### src/rtl/parity_frame_pkg.sv
// Shared types and constants for the parity frame checker.
// Holds the FSM state enum, byte width and a saturating increment.
`timescale 1ns/1ps
package parity_frame_pkg;

  localparam int W = 8;

  typedef enum logic [1:0] {
    IDLE,
    DATA,
    CHECK
  } state_t;

  function automatic logic [W-1:0] sat_inc(
    input logic [W-1:0] v
  );
    return (&v) ? v : v + W'(1);
  endfunction

endpackage

### src/rtl/parity_frame_checker_accum.sv
// Running XOR accumulator for the data bytes of one frame.
// Ports: clk, reset_n, clr (zero), en (fold d in), d, parity.
`timescale 1ns/1ps
module parity_accum
  import parity_frame_pkg::*;
#(
  parameter int DW = W
) (
  input  logic          clk,
  input  logic          reset_n,
  input  logic          clr,
  input  logic          en,
  input  logic [DW-1:0] d,
  output logic [DW-1:0] parity
);

  always_ff @(posedge clk or negedge reset_n) begin
    if (!reset_n) begin
      parity <= '0;
    end else if (clr) begin
      parity <= '0;
    end else if (en) begin
      parity <= parity ^ d;
    end
  end

endmodule

### config.mk
export PLATFORM = sky130hd
export DESIGN_NAME = parity_accum
export DESIGN_NICKNAME = d
export VERILOG_FILES = /design/src/rtl/parity_frame_pkg.sv /design/src/rtl/parity_frame_checker_accum.sv
export SDC_FILE = /design/constraint.sdc
export NUM_CORES = 1
export LEC_CHECK = 0
export BUFFER_PORTS_ARGS = -buffer_cell sky130_fd_sc_hd__buf_4
export CORE_AREA = 5 5 42 44
export CTS_CLUSTER_SIZE = 28
export DETAILED_ROUTE_END_ITERATION = 10
export DIE_AREA = 0 0 47 49
export PLACE_DENSITY = 0.64
export SLEW_MARGIN = 40
export SYNTH_ARGS = -nofsm -noshare
export SYNTH_HDL_FRONTEND = slang
export SYNTH_SLANG_ARGS = --single-unit
### constraint.sdc
create_clock -name clk -period 1.8 [get_ports clk]
set_input_delay 0.36 -clock clk [delete_from_list [all_inputs] [get_ports clk]]
set_output_delay 0.36 -clock clk [all_outputs]
set_load 0.02 [all_outputs]
==> After elaboration in Yosys (flattened, before gate mapping) <==
Cells that the tools add are included.
{ "op_classes": {"muxes": 2, "n_bitwise": 1, "reduce_logical": 1} }
{ "op_table": {"columns": ["operator", "count"], "rows": [
  ["8-bit 2-to-1 mux", 2],
  ["8-bit XOR", 1],
  ["2-bit nonzero test", 1]
]} }
{ "word_totals": {"register_bits": 8, "output_inout_bits": 8} }

==> Longest topological paths before layout <==
{ "depth": {"depth_word": 3, "depth_mapped": 4, "depth_no_buf": 2} }

==> Least setup slack after synthesis <==
No wires, ideal clock.
{ "synth_path": {"path_type": "input -> register", "start": "in en", "end": "reg parity[6]", "setup_ns": 0.078, "t_arrival_ns": 0.843, "required_time_ns": 1.722, "setup_slack_ns": 0.880, "path_stages": 4, "n_path_buf": 2, "path_cell_list": "buf_6 -> buf_6 -> a21bo_1 -> a21oi_1"} }
{ "synth_via": {"elab_chain_cells": 1} }
{ "synth_rtl": {"columns": ["element", "line", "text"], "rows": [
  ["start: declaration", "parity_frame_checker_accum.sv:12", "input logic en,"],
  ["2-bit nonzero test (no source line)", null, null],
  ["end signal: assignment", "parity_frame_checker_accum.sv:23", "parity <= parity ^ d;"],
  ["end: declaration", "parity_frame_checker_accum.sv:14", "output logic [DW-1:0] parity"]
]} }
Every way passes these cells.
A chain may end at the register's enable or synchronous reset.

==> Worst setup path after layout <==
{ "layout_path": {"start": "reg parity[4]", "end": "out parity[4]"} }
No word-level cell between the ends.

==> results.py <==
metrics = {
    "timing": {
        "sum_of_negative_setup_slack_ns": 0,
        "timing.max_slew.rel_slack_pct": 89.84,
        "final_min_period_over_clock_period_pct": 64.45,
        "timing.clock.skew_ns": 0,
        "minimum_clock_period_ns": 1.160,
        "peak_freq_ghz": 0.8620,
        "hold_viol": 0,
        "worst-slew-pin-transition_ns": 0.1524,
        "setup_violations": 0,
        "slew_viol_final": 0,
        "rsz0062_at_grt": "no",
    },
    "global_route": {
        "grt_util_met2_pct": 11.76,
        "global_route.usage.met3_pct": 5.535,
        "gr-usage-met1_pct": 10.59,
        "gr-max-usage-layer": "met2",
        "grt_use_total_pct": 8.943,
        "first_global_vias": 346,
        "grt_pass1_wl_um": 1442,
        "gr_ovfl_total": 0,
        "antenna_violations_before_repair": 0,
        "grt_start_max_net_pins": 17,
    },
    "worst_setup_path": {
        "timing.critical_path.slowest_cell_delay_ns": 0.39,
        "path_buf_inv": 1,
        "worstPathRequired_ns": 1.44,
        "critPathLaunchType": "flop",
        "worstReg2RegEnd": "parity[6]",
        "crit_fanout": 3,
        "worst_r2r_startpoint": "parity[6]",
        "worst_path_dominant_cell_family": "flip-flops",
        "worst-r2r-setup-slack_ns": 1.03,
        "ff2ff_path_depth": 2,
        "worstPathCellList": "buf_4",
        "critPathSlowestCell": "sky130_fd_sc_hd__dfrtp_1",
        "timing.critical_path.to_type": "output pin",
        "worst-endpoint-arrival_ns": 0.80,
        "worst-setup-path-type": "flop to output pin",
    },
    "synthesis": {
        "synth-compound-area-share_pct": 29.54,
        "postSynthRegisterBits": 8,
        "synth_sequential_area_ratio_pct": 49.23,
        "post_synth_top_area_share_pct": 49.23,
        "synthesis.yosys.warnings": 0,
        "synthXorXnorAreaFrac_pct": 0,
        "synth_cell_types": 7,
        "synthSimpleGateAreaFrac_pct": 14.77,
        "avgSynthCellArea_um2": 11.62,
        "post_synth_inst_count": 35,
        "synth_top_family_by_area": "compound AO/OA/AOI/OAI gates",
        "post_synth_instance_area_um2": 406.6,
        "synth_fa_ha_area_share_pct": 0,
        "synthesis.nets": 47,
        "synth.mux.area_fraction_pct": 0,
        "synth.largest_area_cell": "sky130_fd_sc_hd__dfrtp_1",
        "synth_area_leaders": "sky130_fd_sc_hd__dfrtp_1 (49%), sky130_fd_sc_hd__a21bo_2 (15%), sky130_fd_sc_hd__nand3b_1 (15%)",
    },
    "floorplan": {
        "die_width_um": 47,
        "floorplan.core_area_um2": 1401,
        "initial_core_util_pct": 29.02,
        "placementRows": 14,
        "die_area_um2": 2303,
        "die_y_um": 49,
        "design.portCount": 20,
    },
    "cts": {
        "h-tree-depth": 1,
        "root_buffer": "sky130_fd_sc_hd__clkbuf_4",
        "cts_resized": 0,
        "tritoncts_num_sinks": 8,
        "clock_tree_from_tritoncts": "done",
        "clk_pin_slew_ns": 0.05,
        "worst_skew_pair.late_latency_ns": 0.25,
        "numCtsBuffers": 3,
        "cts-root-to-sink-buffers": 2,
    },
    "power_and_ir_drop": {
        "power_density_nw_per_um2": 742.1,
        "leakage_nw": 0.2772,
        "ir_drop_uv": 365.1,
    },
    "cells_and_area": {
        "final_net_count": 69,
        "largest_register_ffs": 8,
        "synthToLayoutAreaGrowth_pct": 41.54,
        "layout_cell_share_with_drive_strength_beyond_1_pct": 50.91,
        "top_regs": "parity: 8 flops",
        "final-instance-count-excl-fill": 71,
        "n_antenna_cell": 0,
        "max_flop_register": "parity",
    },
    "min_path": {
        "min_delay_path_depth": 2,
        "timing.hold.worst.class": "input port to flop",
        "timing.hold.worst_endpoint": "parity[5]",
        "hold_start": "clr",
    },
    "run_status": {
        "outcome": "completed",
    },
    "drt": {
        "drt-vias-per-instance": 4.930,
        "drt_pass1_iterations": 2,
        "drc_errors": 0,
        "drt_iter0_markers": 3,
        "wl_per_cell_um": 12.49,
        "wl_um": 887,
        "detailroute.via_count": 350,
        "ant_nets": 0,
    },
    "placed_design": {
        "port_buffers": 19,
        "place.detailed.instances": 67,
        "routabilityCongestion": 0.5966,
    },
    "job": {
        "max_cap_check_violation_count": 0,
    },
}
power breakdown:
part	switching, mW	total, mW	internal [mW]
sequential	0.00687	0.198	0.191
combinational	0.0424	0.0929	0.0505
clock	0.0598	0.136	0.0762
per-stage QoR:
step	total power [mW]	setup WS (ns)	util, %	instance area (um^2)	hold slack (ns)
after floorplan	0.2508	0.8797	-	406.6	0.06441
after detailed placement	0.2939	0.8299	38.75	543.0	0.1850
after global placement	0.2922	0.8582	38.75	543.0	0.1863
after CTS	0.4354	0.6270	41.07	575.6	0.3248
final	0.4271	0.6398	41.07	575.6	0.3327
after global routing	0.4570	0.5974	41.07	575.6	0.3306
Yosys cell counts:
library cell,instances
sky130_fd_sc_hd__a21bo_1,2
sky130_fd_sc_hd__a21bo_2,6
sky130_fd_sc_hd__a21oi_1,8
sky130_fd_sc_hd__buf_1,1
sky130_fd_sc_hd__buf_6,2
sky130_fd_sc_hd__dfrtp_1,8
sky130_fd_sc_hd__nand3b_1,8
layout by cell type, fill, tap and decap left out, drive strengths merged:
| master | n |
|---|---|
| dfrtp | 8 |
| a21bo | 8 |
| buf | 19 |
| nand3b | 8 |
| clkbuf | 3 |
| dlygate4sd3 | 1 |
| a21oi | 8 |
cell type report:
class,count,area [um^2]
well taps,16,20.02
repair buffers,20,152.6
flip-flops and latches,8,200.2
fillers,155,825.8
multi-input cells,24,180.2
clock buffers,3,22.52
worst max-delay path by stage:
stage,end,slack [ns],depth (start not counted),startpoint
after floorplan,parity[6],0.88,4,en
after global routing,parity[2],0.60,1,parity[2]
after CTS,parity[4],0.63,1,parity[4]
final,parity[4],0.64,1,parity[4]
after detailed placement,parity[4],0.83,3,en
after global placement,parity[0],0.86,3,en
kinds of logic (layout without fill, tap and decap cells):
logic type | after synthesis | in the layout
AOI/OAI and AO/OA | 16 | 16
DFF | 8 | 8
and+or+nand+nor | 8 | 8
buffers and inverters | 3 | 23
what timing repair did:
| item | 4_1_cts | 5_1_grt |
|---|---|---|
| buffers inserted | 0 | 0 |
| endpoints found under the hold margin | 8 | 0 |
| hold buffers | 1 | 0 |
routing by layer:
layer	routed length (um)	share of wire [%]
met1	386	44
met2	416	47
met3	77	8.7
met4	6	0.68
met5	0	0
Power figures use the tool's default switching activity.
